<file path="src/rtl/obstacle_row_scheduler.sv">
// Per-frame obstacle row sequencer: loads random row speeds, ramps them on level-up and
// issues one valid/ready update request per row. OBSTACLE_SCHED_OVERRUN_CNT_EN adds overrun_cnt.
module obstacle_row_scheduler #(
  parameter int NUM_ROWS   = 6,
  parameter int MIN_SPEED  = 12,
  parameter int MAX_SPEED  = 24,
  parameter int SPEED_STEP = 2,
  parameter int TIME_W     = 32
) (
  input  logic                        CLOCK_50,
  input  logic                        reset_n,
  input  logic [1:0]                  gameState,
  input  logic                        frame_start,
  input  logic                        level_up,
  input  logic [9:0]                  lfsr_in,
  output logic                        upd_valid,
  input  logic                        upd_ready,
  output logic [$clog2(NUM_ROWS)-1:0] upd_row,
  output logic                        upd_dir,
  output logic [7:0]                  upd_speed,
  output logic [TIME_W-1:0]           upd_time,
  output logic                        busy,
  output logic                        frame_done,
  output logic                        overrun,
  output logic [3:0]                  level
`ifdef OBSTACLE_SCHED_OVERRUN_CNT_EN
  ,
  output logic [7:0]                  overrun_cnt
`endif
);

  localparam int ROW_W = $clog2(NUM_ROWS);
  localparam int RANGE = MAX_SPEED - MIN_SPEED + 1;
  localparam logic [ROW_W-1:0] LAST_ROW = ROW_W'(NUM_ROWS - 1);

  typedef enum logic [1:0] {IDLE, LOAD, WAIT, ISSUE} state_t;

  state_t            state, next_state;
  logic [7:0]        speed      [NUM_ROWS];
  logic [7:0]        speed_next [NUM_ROWS];
  logic [ROW_W-1:0]  load_cnt;
  logic [ROW_W-1:0]  row_next;
  logic [TIME_W-1:0] time_cnt;
  logic [9:0]        load_val;
  logic [8:0]        ramp_sum;
  logic              pending;
  logic              play;
  logic              ramp;
  logic              accept;
  logic              last_hs;
  logic              drop;
  logic              load_entry;

  assign play    = (gameState == 2'b01);
  assign upd_dir = upd_row[0];

  always_ff @(posedge CLOCK_50 or negedge reset_n) begin
    if (!reset_n) state <= IDLE;
    else          state <= next_state;
  end

  // Leaving play aborts from any state; the upd_* row register advances only on a handshake.
  always_comb begin
    next_state = state;
    row_next   = upd_row;
    accept     = 1'b0;
    ramp       = 1'b0;
    last_hs    = 1'b0;
    drop       = 1'b0;
    load_entry = 1'b0;
    if (!play) begin
      next_state = IDLE;
    end else begin
      unique case (state)
        IDLE: begin
          next_state = LOAD;
          load_entry = 1'b1;
        end
        LOAD: begin
          drop = frame_start;
          if (load_cnt == LAST_ROW) next_state = WAIT;
        end
        WAIT: begin
          ramp = pending | level_up;
          if (frame_start) begin
            accept     = 1'b1;
            row_next   = '0;
            next_state = ISSUE;
          end
        end
        ISSUE: begin
          drop = frame_start;
          if (upd_ready) begin
            if (upd_row == LAST_ROW) begin
              last_hs    = 1'b1;
              next_state = WAIT;
            end else begin
              row_next = upd_row + ROW_W'(1);
            end
          end
        end
        default: next_state = IDLE;
      endcase
    end
  end

  // Ramped speeds are visible combinationally so a same-cycle frame_start issues them.
  always_comb begin
    ramp_sum = '0;
    for (int r = 0; r < NUM_ROWS; r++) begin
      speed_next[r] = speed[r];
      ramp_sum      = {1'b0, speed[r]} + 9'(SPEED_STEP);
      if (ramp) speed_next[r] = (ramp_sum > 9'(MAX_SPEED)) ? 8'(MAX_SPEED) : ramp_sum[7:0];
    end
  end

  assign load_val = ((lfsr_in ^ 10'(load_cnt)) % 10'(RANGE)) + 10'(MIN_SPEED);

  always_ff @(posedge CLOCK_50 or negedge reset_n) begin
    if (!reset_n) begin
      upd_valid  <= 1'b0;
      upd_row    <= '0;
      upd_speed  <= '0;
      upd_time   <= '0;
      busy       <= 1'b0;
      frame_done <= 1'b0;
      overrun    <= 1'b0;
      level      <= '0;
      load_cnt   <= '0;
      time_cnt   <= '0;
      pending    <= 1'b0;
      for (int r = 0; r < NUM_ROWS; r++) speed[r] <= 8'(MIN_SPEED);
`ifdef OBSTACLE_SCHED_OVERRUN_CNT_EN
      overrun_cnt <= '0;
`endif
    end else begin
      upd_valid  <= (next_state == ISSUE);
      busy       <= (next_state == LOAD) || (next_state == ISSUE);
      frame_done <= last_hs;
      upd_row    <= row_next;
      if (next_state == ISSUE) upd_speed <= speed_next[row_next];

      if (load_entry) begin
        load_cnt <= '0;
        time_cnt <= '0;
        level    <= '0;
        overrun  <= 1'b0;
        pending  <= 1'b0;
`ifdef OBSTACLE_SCHED_OVERRUN_CNT_EN
        overrun_cnt <= '0;
`endif
      end else begin
        if (play && state == LOAD) begin
          speed[load_cnt] <= load_val[7:0];
          load_cnt        <= load_cnt + ROW_W'(1);
        end
        if (ramp) begin
          for (int r = 0; r < NUM_ROWS; r++) speed[r] <= speed_next[r];
          if (level != 4'hF) level <= level + 4'd1;
          pending <= 1'b0;
        end else if (play && level_up && state != IDLE) begin
          pending <= 1'b1;
        end
        if (accept) begin
          upd_time <= time_cnt;
          time_cnt <= time_cnt + TIME_W'(1);
        end
        if (drop) begin
          overrun <= 1'b1;
`ifdef OBSTACLE_SCHED_OVERRUN_CNT_EN
          if (overrun_cnt != 8'hFF) overrun_cnt <= overrun_cnt + 8'd1;
`endif
        end
      end
    end
  end

endmodule

</file>
<file path="config.mk">
export PLATFORM = sky130hd
export DESIGN_NAME = obstacle_row_scheduler
export DESIGN_NICKNAME = d
export VERILOG_FILES = /design/src/rtl/obstacle_row_scheduler.sv
export SDC_FILE = /design/constraint.sdc
export NUM_CORES = 1
export LEC_CHECK = 0
export ABC_AREA = 1
export BUFFER_PORTS_ARGS = -buffer_cell sky130_fd_sc_hd__clkbuf_2
export CAP_MARGIN = 20
export CORE_MARGIN = 1
export CORE_UTILIZATION = 45
export DETAILED_ROUTE_END_ITERATION = 8
export PLACE_DENSITY = 0.7
export SETUP_SLACK_MARGIN = 0.4
export SYNTH_ARGS = -nofsm -noshare
export SYNTH_HDL_FRONTEND = slang
export SYNTH_SLANG_ARGS = --single-unit
export TNS_END_PERCENT = 1
</file>
<file path="constraint.sdc">
create_clock -name CLOCK_50 -period 3.53 [get_ports CLOCK_50]
set_input_delay 0.706 -clock CLOCK_50 [delete_from_list [all_inputs] [get_ports CLOCK_50]]
set_output_delay 0.706 -clock CLOCK_50 [all_outputs]
set_load 0.01 [all_outputs]
</file>
Word level (Yosys, flattened, before mapping)
Index checks and enable logic that the tools add are counted.
{ "word_totals": {"in_bits": 17, "output_inout_bits": 52, "register_bits": 137, "word_cells": 127} }
{ "op_classes": {"n_reduce_logical": 18, "add_sub_neg": 11, "n_div": 1, "eq_ne": 9, "n_lt_le_gt_ge": 9, "bitwise": 5, "mux": 56} }
{ "op_table": {"columns": ["op", "count"], "rows": [
  ["2-to-1 mux 8 bit", 15],
  ["2-to-1 mux 48 bit", 2],
  ["2-to-1 mux 32 bit", 2],
  ["adder 8 x 2 -> 9 bit (second input constant)", 6],
  ["greater-than comparator 9 x 5 -> 1 bit (second input constant)", 6],
  ["bitwise mux 48 bit", 1],
  ["adder 32 x 1 -> 32 bit (second input constant)", 1],
  ["binary-select mux 8 bit (select 3 bit)", 1],
  ["demux 8 bit (select 3 bit)", 1],
  ["2-to-1 mux 1 bit", 18],
  ["2-to-1 mux 3 bit", 6],
  ["nonzero test 2 bit", 7],
  ["2-to-1 mux 4 bit", 3],
  ["remainder unit 10 x 4 -> 10 bit (second input constant)", 1],
  ["2-to-1 mux 2 bit", 5],
  ["XOR 10 x 3 -> 10 bit", 1],
  ["adder 8 x 4 -> 8 bit (second input constant)", 1],
  [">= comparator 4 bit (second input constant)", 2],
  ["inverter 3 -> 4 bit", 2],
  ["one-hot mux 2 bit (4 select lines)", 1],
  ["adder 3 x 1 -> 3 bit (second input constant)", 2],
  ["== test 2 x 1 -> 1 bit (second input constant)", 3],
  ["== test 2 bit (second input constant)", 3],
  ["== test 3 bit (second input constant)", 2],
  ["other kinds (12)", 17]
]} }

Longest topological paths before layout
Gate-level depths: netlist of the first run.
{ "depth": {"word_depth": 9, "depth_mapped": 37, "mapped_depth_nobuf": 37} }

Worst setup path before layout of the first run
Ideal clock, no wire load.
{ "synth_path": {"path_kind": "input to register", "startpoint": "input port lfsr_in[8]", "endpoint": "register speed[20] in the netlist's numbering", "path_stages": 32, "t_arrival_ns": 3.749, "setup_time_ns": 0.087, "path_buffers": 0, "required_time_ns": 3.443, "setup_slack_ns": -0.306, "cell_sequence": "nand2_2 > inv_2 > or2_1 > nand2_1 > nand2_1 > nand2_1 > nand2_1 > nand2_2 > nor2_4 > nand2_4 > nand2_4 > nand2_2 > nand2_4 > nor2_4 > nand2_2 > nand2_1 > nand2_2 > nand2_4 > nand3_4 > nand2_2 > nand2_1 > nand3_2 > nand2_1 > o21ai_1 > nand2_2 > inv_2 > nor2_1 > o21ai_2 > nand2_2 > ha_1 > or2_2 > a22oi_1"} }
{ "synth_between": {"elab_chain_len": 6} }
{ "synth_rtl": {"columns": ["item", "line", "rtl"], "rows": [
  ["start: declaration", "15", "input logic [9:0] lfsr_in,"],
  ["XOR 10 x 3 -> 10 bit", "117", "assign load_val = ((lfsr_in ^ 10'(load_cnt)) % 10'(RANGE)) + 10'(MIN_SPEED);"],
  ["remainder unit 10 x 4 -> 10 bit", "117", null],
  ["adder 8 x 4 -> 8 bit", "117", null],
  ["bitwise mux 48 bit", "154", "speed[load_cnt] <= load_val[7:0];"],
  ["2-to-1 mux 48 bit", "153", "if (play && state == LOAD) begin"],
  ["2-to-1 mux 48 bit", "157", "if (ramp) begin"],
  ["end signal: indexed assignment", "154", null],
  ["end: declaration", "39", "logic [7:0] speed [NUM_ROWS];"]
]} }
Every way passes these cells. The select of a mux whose other input is x is not followed.
A chain may end at the register's enable or synchronous reset.

Worst setup path after layout of the first run
{ "layout_path": {"startpoint": "input port lfsr_in[9]", "endpoint": "register speed[11] in the netlist's numbering"} }
The elaborated chain is that of the path after synthesis.

==> results.txt, run 1 <==
Largest net degree at the start of global routing - 61
EDFF count, synth - 0
Number of buffers added to fix hold violations after cts - 0
Crit-path leading delay family - simple AND/OR/NAND/NOR gates
Type of origin of the critical path - input port
Number of distinct standard cells referenced by the synthesized netlist - 56
Clock tree from TritonCTS - yes
Die footprint - 18700 sq um
H-Tree Level Count - 4
Worst-path cell with the longest stage delay - sky130_fd_sc_hd__ha_4
Failing checks - negative setup slack
Post-DR wirelength/cell - 14.3 microns
Launch instance of the worst register-to-register path - busy
Crit-path most repeated cell - sky130_fd_sc_hd__nand2_4
Maximum buffer depth of the clock tree - 2
Critical Path Source - lfsr_in[9]
Max Freq - 272 MHz
Worst IR Drop VDD - 571 uV
Antenna violation net count after detailed routing - 0
Number of DRC markers after the initial detailed-route iteration - 461
Unrepaired setup endpoints after global routing - true
Largest area contributor in the synthesized netlist - sky130_fd_sc_hd__dfrtp_1
Skew-Pair Late Insertion Delay - 430 ps
Initial core utilization - 0.467
Global-route wire length before repair - 33700 microns
Area of the core - 17500 sq um
Area Overhead vs Synth - 22.3%
Clock root buffer master - sky130_fd_sc_hd__clkbuf_16
Max transition margin - 0.484
Residual DRC - 0
Post-placement setup slack - -666 ps
Reg-to-reg slack, setup - 670 ps
Post-detail-place hpwl - 14500 microns
Count of state elements after synthesis - 136
Reg-to-Reg End - time_cnt[31]
Crit. End Element - register
Final Net Count - 1236
Chip width - 137 microns
Post-CTS clock slew at the launch and capture registers of the worst setup and hold paths - 60 ps
Largest stage delay on the critical path - 290 ps
Data arrival time of the critical path - 4040 ps
DIE HEIGHT - 137 microns
Worst Path Class, Setup - in -> reg
Antenna cells - 0
Number of setup violations in the final report - 18
Post-synthesis area per instance - 7.42 sq um
Number of antenna violations at the first check in global routing - 0
Post-synthesis instance total - 1100
CTS Buf Count - 17
Fraction of final layout cells sized beyond drive strength 1 - 0.225
Top Ports - 69
Via count of the first global-routing pass - 7208
Main area contributors after synthesis - sky130_fd_sc_hd__dfrtp_1, sky130_fd_sc_hd__nand2_1, sky130_fd_sc_hd__inv_1
Fin util - 0.571
Share of the cycle needed by the critical path after routing - 1.04
Min cycle time layout - 3680 ps
Setup skew after layout - 7.67 ps
CTS sink cnt - 136
Synth warn - 0
Final slew viol count - 0
Register area share after synthesis - 0.419
Peak fanout along the critical path - 5
Final critical-path setup slack - -152 ps
Status - finished, violations left
Power density of the placed cells - 614 nW/um^2
Top-count cell post-synth - sky130_fd_sc_hd__nand2_1
Worst Reg-to-Reg Cells - 22
Synth Flop Type - sky130_fd_sc_hd__dfrtp_1
Total wirelength of the detailed-routed design - 20600 microns
Endpoint required time on the critical path - 3890 ps
Total nets after synthesis - 1130
Static leakage - 4.93 nW
DR vias/cell - 5.23
CP Buf/Inv Count - 5
Total global-route track usage - 0.230
Final weighted congestion of routability-driven global placement - 0.846
I/O Buffers - 68
Via count of the routed design - 7546
Number of iterations in the first detailed-routing pass - 5
Path length in cells of the critical path - 34
Worst hold path type - in -> async
Capturing instance or port of the critical path - speed[11]
List of most frequent post-synthesis cells - sky130_fd_sc_hd__nand2_1, sky130_fd_sc_hd__inv_1, sky130_fd_sc_hd__nor2_1, sky130_fd_sc_hd__dfrtp_1, sky130_fd_sc_hd__o21ai_0
Share of synthesized flip-flops with an asynchronous set or reset - 1.00
Top cell type's share of synthesized area - 0.380
MaxCap Viol Count - 0
Post-synthesis instance area - 8160 sq um
Number of core rows - 48
Transition time of the tightest slew-check pin - 767 ps
Global route total overflow - 0
Final-report hold violation count - 0
[worst min path at each step]
stage	startpoint	end	slack, ps
after CTS	reset_n	speed[15]	220
after global placement	upd_time[16]	upd_time[16]	460
final	reset_n	speed[1]	210
after detailed placement	upd_time[20]	upd_time[20]	460
after floorplan	reset_n	busy	410
after global routing	reset_n	speed[12]	240
[cell families (layout without fill, tap and decap cells)]
kind of cell    Yosys count  in the layout  synth area share
simple gates            526            526             0.291
flops                   136            136             0.419
buf+inv                 193            312            0.0927
xor+xnor                 22             22            0.0268
fa+ha+maj                13             13            0.0199
compound gates          210            210             0.151
[state kept, by name, indices dropped and copies added, names as in the netlist]
register and cells:
state 1, speed 48, overrun 1, upd_valid 1, upd_row 3, time_cnt 32, upd_speed 8, frame_done 1
pending 1, busy 1, level 4, load_cnt 3, upd_time 32
[where the power goes]
group          switching, mW  internal [mW]  leakage (nW)
combinational           1.48          0.946          2.89
sequential             0.189           1.78          1.77
clock                  0.748          0.987         0.275
total                   2.42           3.71          4.93
[through the flow]
stage	TNS (ps)	hold slack, ps	cell area [sq um]	instances	power, mW
after floorplan	-2030	410	8210	1100	3.35
after global placement	-12260	457	9030	1405	3.98
after detailed placement	-15920	458	9030	1405	4.03
after CTS	-952	222	9790	1443	5.95
after global routing	-8020	242	9980	1444	6.48
final	-1890	213	9980	1444	6.13
[area by class of cell]
| class | count | area [sq um] |
|---|---|---|
| Clock buffer | 18 | 429 |
| Clock inverter | 14 | 140 |
| Fill cell | 1591 | 7490 |
| Inverter | 161 | 612 |
| Multi-Input combinational cell | 771 | 4320 |
| Sequential cell | 136 | 3420 |
| Tap cell | 225 | 282 |
| Timing Repair Buffer | 119 | 781 |
[metal layers]
layer	track usage	wire, microns	part of all wire	vias up
met1	0.295	9270	0.45	3533
met5	0	0	0	-
met3	0.0474	929	0.045	37
met4	0.0944	384	0.019	0
met2	0.377	9990	0.49	173
li1	-	-	-	3803
[worst reg2reg max path: stages (launching register included)]
cell and delay [ps]:
sky130_fd_sc_hd__dfrtp_2 450, sky130_fd_sc_hd__nor2_2 140, sky130_fd_sc_hd__nand2_1 80, sky130_fd_sc_hd__nor2_2 120, sky130_fd_sc_hd__nand2_1 80, sky130_fd_sc_hd__inv_1 70
sky130_fd_sc_hd__nand3_1 100, sky130_fd_sc_hd__nor2_2 130, sky130_fd_sc_hd__inv_1 90, sky130_fd_sc_hd__nor2_2 130, sky130_fd_sc_hd__nand2_1 100, sky130_fd_sc_hd__nor2_1 100
sky130_fd_sc_hd__inv_1 80, sky130_fd_sc_hd__nor2_2 100, sky130_fd_sc_hd__nand2_1 90, sky130_fd_sc_hd__nor3_2 170, sky130_fd_sc_hd__nand3_1 140, sky130_fd_sc_hd__nor2_2 170
sky130_fd_sc_hd__nand3_1 100, sky130_fd_sc_hd__clkinv_1 80, sky130_fd_sc_hd__nand2_1 60, sky130_fd_sc_hd__o21ai_1 120, sky130_fd_sc_hd__a21oi_1 60
[repair_timing]
action / 4_1_cts / 5_1_grt
buffers inserted: 6 / 1
pin swaps: 37 / 35
endpoints found under the setup margin: 30 / 35
gates cloned: 0 / 0
gates resized for setup: 42 / 49
[layout by cell type, fill, tap and decap left out, drive strengths merged, types with 2 or more instances in the layout]
| master | netlist | layout |
|---|---|---|
| a221oi | 2 | 2 |
| a311oi | 3 | 3 |
| a211oi | 6 | 6 |
| a31oi | 14 | 14 |
| o2111ai | 4 | 4 |
| nor3b | 5 | 5 |
| nand3 | 67 | 67 |
| ha | 13 | 13 |
| o21bai | 2 | 2 |
| clkinvlp | 0 | 2 |
| a2111oi | 2 | 2 |
| or2 | 4 | 4 |
| o21a | 6 | 6 |
| o211ai | 10 | 10 |
| o221ai | 2 | 2 |
| inv | 159 | 166 |
| xnor2 | 2 | 2 |
| xor2 | 20 | 20 |
| nor3 | 33 | 33 |
| clkinv | 2 | 6 |
| nand2 | 269 | 269 |
| nor2 | 136 | 136 |
| dfstp | 12 | 12 |
| o21ai | 91 | 91 |
| buf | 2 | 53 |
| nor4 | 2 | 2 |
| a21oi | 52 | 52 |
| nand3b | 2 | 2 |
| dfrtp | 124 | 124 |
| nand4 | 6 | 6 |
| clkbuf | 29 | 84 |
| a22oi | 2 | 2 |
| o22ai | 4 | 4 |
| o31ai | 4 | 4 |
(Power assumes the default switching activity.)
==> run 2, diff against run 1 <==
- SKIP_CTS_REPAIR_TIMING: default -> 1
==> results.txt, run 2 (synthesis results as in run 1) <==
Fraction of final layout cells sized beyond drive strength 1 - 0.221
Final Net Count - 1231
Maximum buffer depth of the clock tree - 2
Final std cell area, no fill - 9920 sq um
Final-layout fill cell count - 1585
Number of non-filler instances in the completed layout - 1439
Global route total overflow - 0
Worst Reg-to-Reg Cells - 22
Peak fanout along the critical path - 5
Die footprint - 18700 sq um
Unrepaired setup endpoints after global routing - true
Post-detail-place hpwl - 14500 microns
Final critical-path setup slack - -151 ps
Crit-path most repeated cell - sky130_fd_sc_hd__nand2_4
Status - finished, violations left
Share of the cycle needed by the critical path after routing - 1.04
Area Overhead vs Synth - 21.5%
Residual DRC - 0
Post-placement setup slack - -666 ps
Flip-flop count of the largest register after layout - 48
Power density of the placed cells - 608 nW/um^2
Most flops, register - speed
Min cycle time layout - 3680 ps
Clock tree from TritonCTS - yes
Failing checks - negative setup slack
Number of setup violations in the final report - 20
Worst IR Drop VDD - 551 uV
Setup skew after layout - 7.77 ps
Part of the total power dissipated in the clock network - 0.287
DR vias/cell - 5.25
Post-DR wirelength/cell - 14.1 microns
Data arrival time of the critical path - 4030 ps
Relative contribution of sequential cells to total power - 0.326
Cell count after placement - 1405
Endpoint required time on the critical path - 3870 ps
Worst Path Class, Setup - in -> reg
DIE HEIGHT - 137 microns
Antenna violation net count after detailed routing - 0
FF/Latch Area - 3420 sq um
Clock root buffer master - sky130_fd_sc_hd__clkbuf_16
Reg-to-Reg End - time_cnt[31]
Area of the core - 17500 sq um
Worst-path cell with the longest stage delay - sky130_fd_sc_hd__ha_4
Static leakage - 4.91 nW
Max transition margin - 0.476
Final weighted congestion of routability-driven global placement - 0.846
Via count of the first global-routing pass - 7173
Global-route wire length before repair - 33400 microns
Worst hold path type - in -> async
Chip width - 137 microns
Most common cell after layout, fill and taps aside - sky130_fd_sc_hd__nand2_1
Initial core utilization - 0.467
Most used cells in the layout excluding fill and tap cells - sky130_fd_sc_hd__nand2_1, sky130_fd_sc_hd__inv_1, sky130_fd_sc_hd__dfrtp_1
Top Ports - 69
Fin util - 0.567
Skew-Pair Late Insertion Delay - 430 ps
Final slew viol count - 0
Crit. End Element - register
Largest net degree at the start of global routing - 61
Total global-route track usage - 0.228
Max Freq - 272 MHz
Total wirelength of the detailed-routed design - 20300 microns
Relative contribution of combinational cells to total power - 0.387
Number of core rows - 48
Internal power - 3.67 mW
Area of placed instances - 9030 sq um
H-Tree Level Count - 4
Switching share of total power - 0.392
Antenna cells - 0
Post-CTS clock slew at the launch and capture registers of the worst setup and hold paths - 60 ps
Number of DRC markers after the initial detailed-route iteration - 479
Transition time of the tightest slew-check pin - 779 ps
Multi-input logic area - 4300 sq um
Via count of the routed design - 7553
Launch instance of the worst register-to-register path - busy
Switching power total - 2.36 mW
Number of iterations in the first detailed-routing pass - 5
CTS sink cnt - 136
CTS Buf Count - 17
Number of antenna violations at the first check in global routing - 0
Reg-to-reg slack, setup - 660 ps
Type of origin of the critical path - input port
Largest stage delay on the critical path - 300 ps
Final-report hold violation count - 0
Largest registers - speed: 48 flops, time_cnt: 32 flops, upd_time: 32 flops
I/O Buffers - 68
MaxCap Viol Count - 0
Tightest hold margin - 216 ps
[run 2: power groups by stage]
stage / Sequential [mW] / Combinational (mW) / Clock, mW
3_5_place_dp: 1.99 / 2.03 / 0
3_3_place_gp: 1.99 / 2.00 / 0
6_report: 1.97 / 2.33 / 1.73
5_1_grt: 2.00 / 2.56 / 1.83
2_1_floorplan: 1.94 / 1.41 / 0
4_1_cts: 1.96 / 2.04 / 1.76
[run 2: layout make-up]
type                       instances  share of cell area
multi-input combinational        771               0.433
sequential                       136               0.345
timing repair buffer             114              0.0743
inverter                         161              0.0617
clock buffer                      18              0.0433
tap                              225              0.0284
clock inverter                    14              0.0141
[run 2: worst max path at each step]
stage | cells past startpoint | from | endpoint | slack, ps
final | 34 | lfsr_in[9] | speed[3] | -150
after CTS | 34 | lfsr_in[9] | speed[3] | -220
after floorplan | 32 | lfsr_in[8] | speed[20] | -220
after detailed placement | 34 | lfsr_in[8] | speed[3] | -670
after global placement | 34 | lfsr_in[9] | speed[35] | -510
after global routing | 29 | lfsr_in[9] | speed[43] | -440
[run 2: per-layer routing]
| metal | part of all wire | wire [microns] | global-route usage |
|---|---|---|---|
| met1 | 0.46 | 9300 | 0.294 |
| met2 | 0.48 | 9670 | 0.370 |
| met3 | 0.043 | 867 | 0.0474 |
| met4 | 0.025 | 504 | 0.0963 |
| met5 | 0 | 0 | 0 |
[run 2: metrics by stage]
step / TNS (ps) / total power, mW
6_report: -1940 / 6.03
5_1_grt: -9220 / 6.39
4_1_cts: -3220 / 5.76
3_5_place_dp: -15920 / 4.03
3_3_place_gp: -12260 / 3.98
2_1_floorplan: -2030 / 3.35
[run 2: worst max-delay path: cells and delay by family]
family / cells / cell delay [ps]
AND/OR/NAND/NOR: 26 / 2410
AO/OA/AOI/OAI: 3 / 360
adder cells (fa/ha/maj): 1 / 300
buffers and inverters: 4 / 240
==> run 3, diff against run 2 <==
- CELL_PAD_IN_SITES_DETAIL_PLACEMENT: default -> 1
- CELL_PAD_IN_SITES_GLOBAL_PLACEMENT: default -> 1
- PLACE_DENSITY: 0.7 -> 0.88
==> results.txt, run 3 (synthesis results as in run 1) <==
Antenna cells - 0
Critical Path Source - lfsr_in[6]
Capturing instance or port of the critical path - speed[43]
Initial core utilization - 0.467
CP Buf/Inv Count - 3
Maximum buffer depth of the clock tree - 2
Reg-to-reg slack, setup - 410 ps
Failing checks - negative setup slack
Final critical-path setup slack - -287 ps
Worst IR Drop VDD - 370 uV
Min cycle time layout - 3820 ps
Total wirelength of the detailed-routed design - 26700 microns
Global-route wire length before repair - 41500 microns
MaxCap Viol Count - 0
Flip-flop count of the largest register after layout - 48
Skew-Pair Late Insertion Delay - 430 ps
Number of setup violations in the final report - 26
I/O Buffers - 68
Launch instance of the worst register-to-register path - busy
FF/Latch Area - 3420 sq um
Worst Path Class, Setup - in -> reg
Via count of the routed design - 8032
Final-layout fill cell count - 2176
Clock tree from TritonCTS - yes
Post-CTS clock slew at the launch and capture registers of the worst setup and hold paths - 60 ps
Die footprint - 18700 sq um
Post-detail-place hpwl - 17800 microns
Number of DRC markers after the initial detailed-route iteration - 529
Endpoint required time on the critical path - 3890 ps
Post-placement setup slack - -812 ps
Chip width - 137 microns
Max Freq - 262 MHz
Number of iterations in the first detailed-routing pass - 7
Clock root buffer master - sky130_fd_sc_hd__clkbuf_16
DIE HEIGHT - 137 microns
Power density of the placed cells - 610 nW/um^2
Crit. End Element - register
Largest stage delay on the critical path - 220 ps
Path length in cells of the critical path - 33
Final slew viol count - 0
Reg-to-Reg End - time_cnt[31]
Via count of the first global-routing pass - 8439
Crit-path most repeated cell - sky130_fd_sc_hd__nand2_4
Largest net degree at the start of global routing - 63
Final weighted congestion of routability-driven global placement - 0.870
Setup skew after layout - 8.78 ps
Number of antenna violations at the first check in global routing - 0
Global route total overflow - 0
Max transition margin - 0.455
CTS Buf Count - 17
Type of origin of the critical path - input port
Most flops, register - speed
Area Overhead vs Synth - 21.8%
Final Net Count - 1237
Worst hold path type - in -> async
Total chip power - 6.07 mW
Most used cells in the layout excluding fill and tap cells - sky130_fd_sc_hd__nand2_1, sky130_fd_sc_hd__inv_1, sky130_fd_sc_hd__dfrtp_1
Share of the cycle needed by the critical path after routing - 1.08
Final-report hold violation count - 0
Post-DR wirelength/cell - 18.4 microns
Worst Reg-to-Reg Cells - 22
Worst-path cell with the longest stage delay - sky130_fd_sc_hd__ha_4
Fraction of final layout cells sized beyond drive strength 1 - 0.228
Data arrival time of the critical path - 4170 ps
Largest registers - speed: 48 flops, time_cnt: 32 flops, upd_time: 32 flops
Static leakage - 4.94 nW
Most common cell after layout, fill and taps aside - sky130_fd_sc_hd__nand2_1
Residual DRC - 0
Status - finished, violations left
Top Ports - 69
Unrepaired setup endpoints after global routing - true
Peak fanout along the critical path - 7
Number of core rows - 48
DR vias/cell - 5.56
Transition time of the tightest slew-check pin - 811 ps
Area of the core - 17500 sq um
Crit-path leading delay family - simple AND/OR/NAND/NOR gates
CTS sink cnt - 136
Antenna violation net count after detailed routing - 0
H-Tree Level Count - 4
Total global-route track usage - 0.286
Multi-input logic area - 4280 sq um
run 3: changes by cell type in the layout (fill, tap and decap cells not counted), moves of 4 or more:
cell,change
sky130_fd_sc_hd__buf_4,+5
sky130_fd_sc_hd__nand2_2,+4
sky130_fd_sc_hd__nand2_4,-6
sky130_fd_sc_hd__nand3_2,+4
sky130_fd_sc_hd__nor2_1,-4
run 3: worst min-delay path by stage:
stage,slack (ps),to,cells after the start,startpoint
after floorplan,410,busy,0,reset_n
after global placement,460,upd_time[25],2,upd_time[25]
after detailed placement,460,upd_time[22],2,upd_time[22]
after CTS,290,speed[15],1,reset_n
after global routing,310,speed[6],1,reset_n
final,270,speed[15],1,reset_n
run 3: stage by stage:
| stage | TNS, ps | util | std cells | cell area, sq um | hold WS, ps |
|---|---|---|---|---|---|
| finish | -4610 | 0.569 | 1445 | 9950 | 266 |
| global route | -12260 | 0.569 | 1445 | 9950 | 314 |
| CTS | -5500 | 0.551 | 1440 | 9630 | 293 |
| detailed placement | -18340 | 0.518 | 1408 | 9050 | 460 |
| global placement | -10780 | 0.518 | 1408 | 9050 | 455 |
| floorplan | -2030 | - | 1100 | 8210 | 410 |
run 3: cell type report:
type	instances	area share
Clock inverter	15	0.0155
Clock buffer	17	0.0428
Inverter	161	0.0618
Sequential cell	136	0.344
Timing Repair Buffer	120	0.0774
Multi-Input combinational cell	771	0.430
Tap cell	225	0.0283
run 3: power breakdown:
group	total (mW)	switching, mW	internal [mW]	leakage (nW)
sequential	1.99	0.206	1.78	1.77
combinational	2.29	1.44	0.847	2.89
clock	1.79	0.793	0.998	0.282
total	6.07	2.44	3.63	4.94
run 3: metal layers:
metal,part of all wire,GRT usage,vias to the layer above
li1,-,-,3790
met1,0.42,0.336,3947
met2,0.51,0.505,222
met3,0.039,0.0570,73
met4,0.031,0.120,0
met5,0,0,-
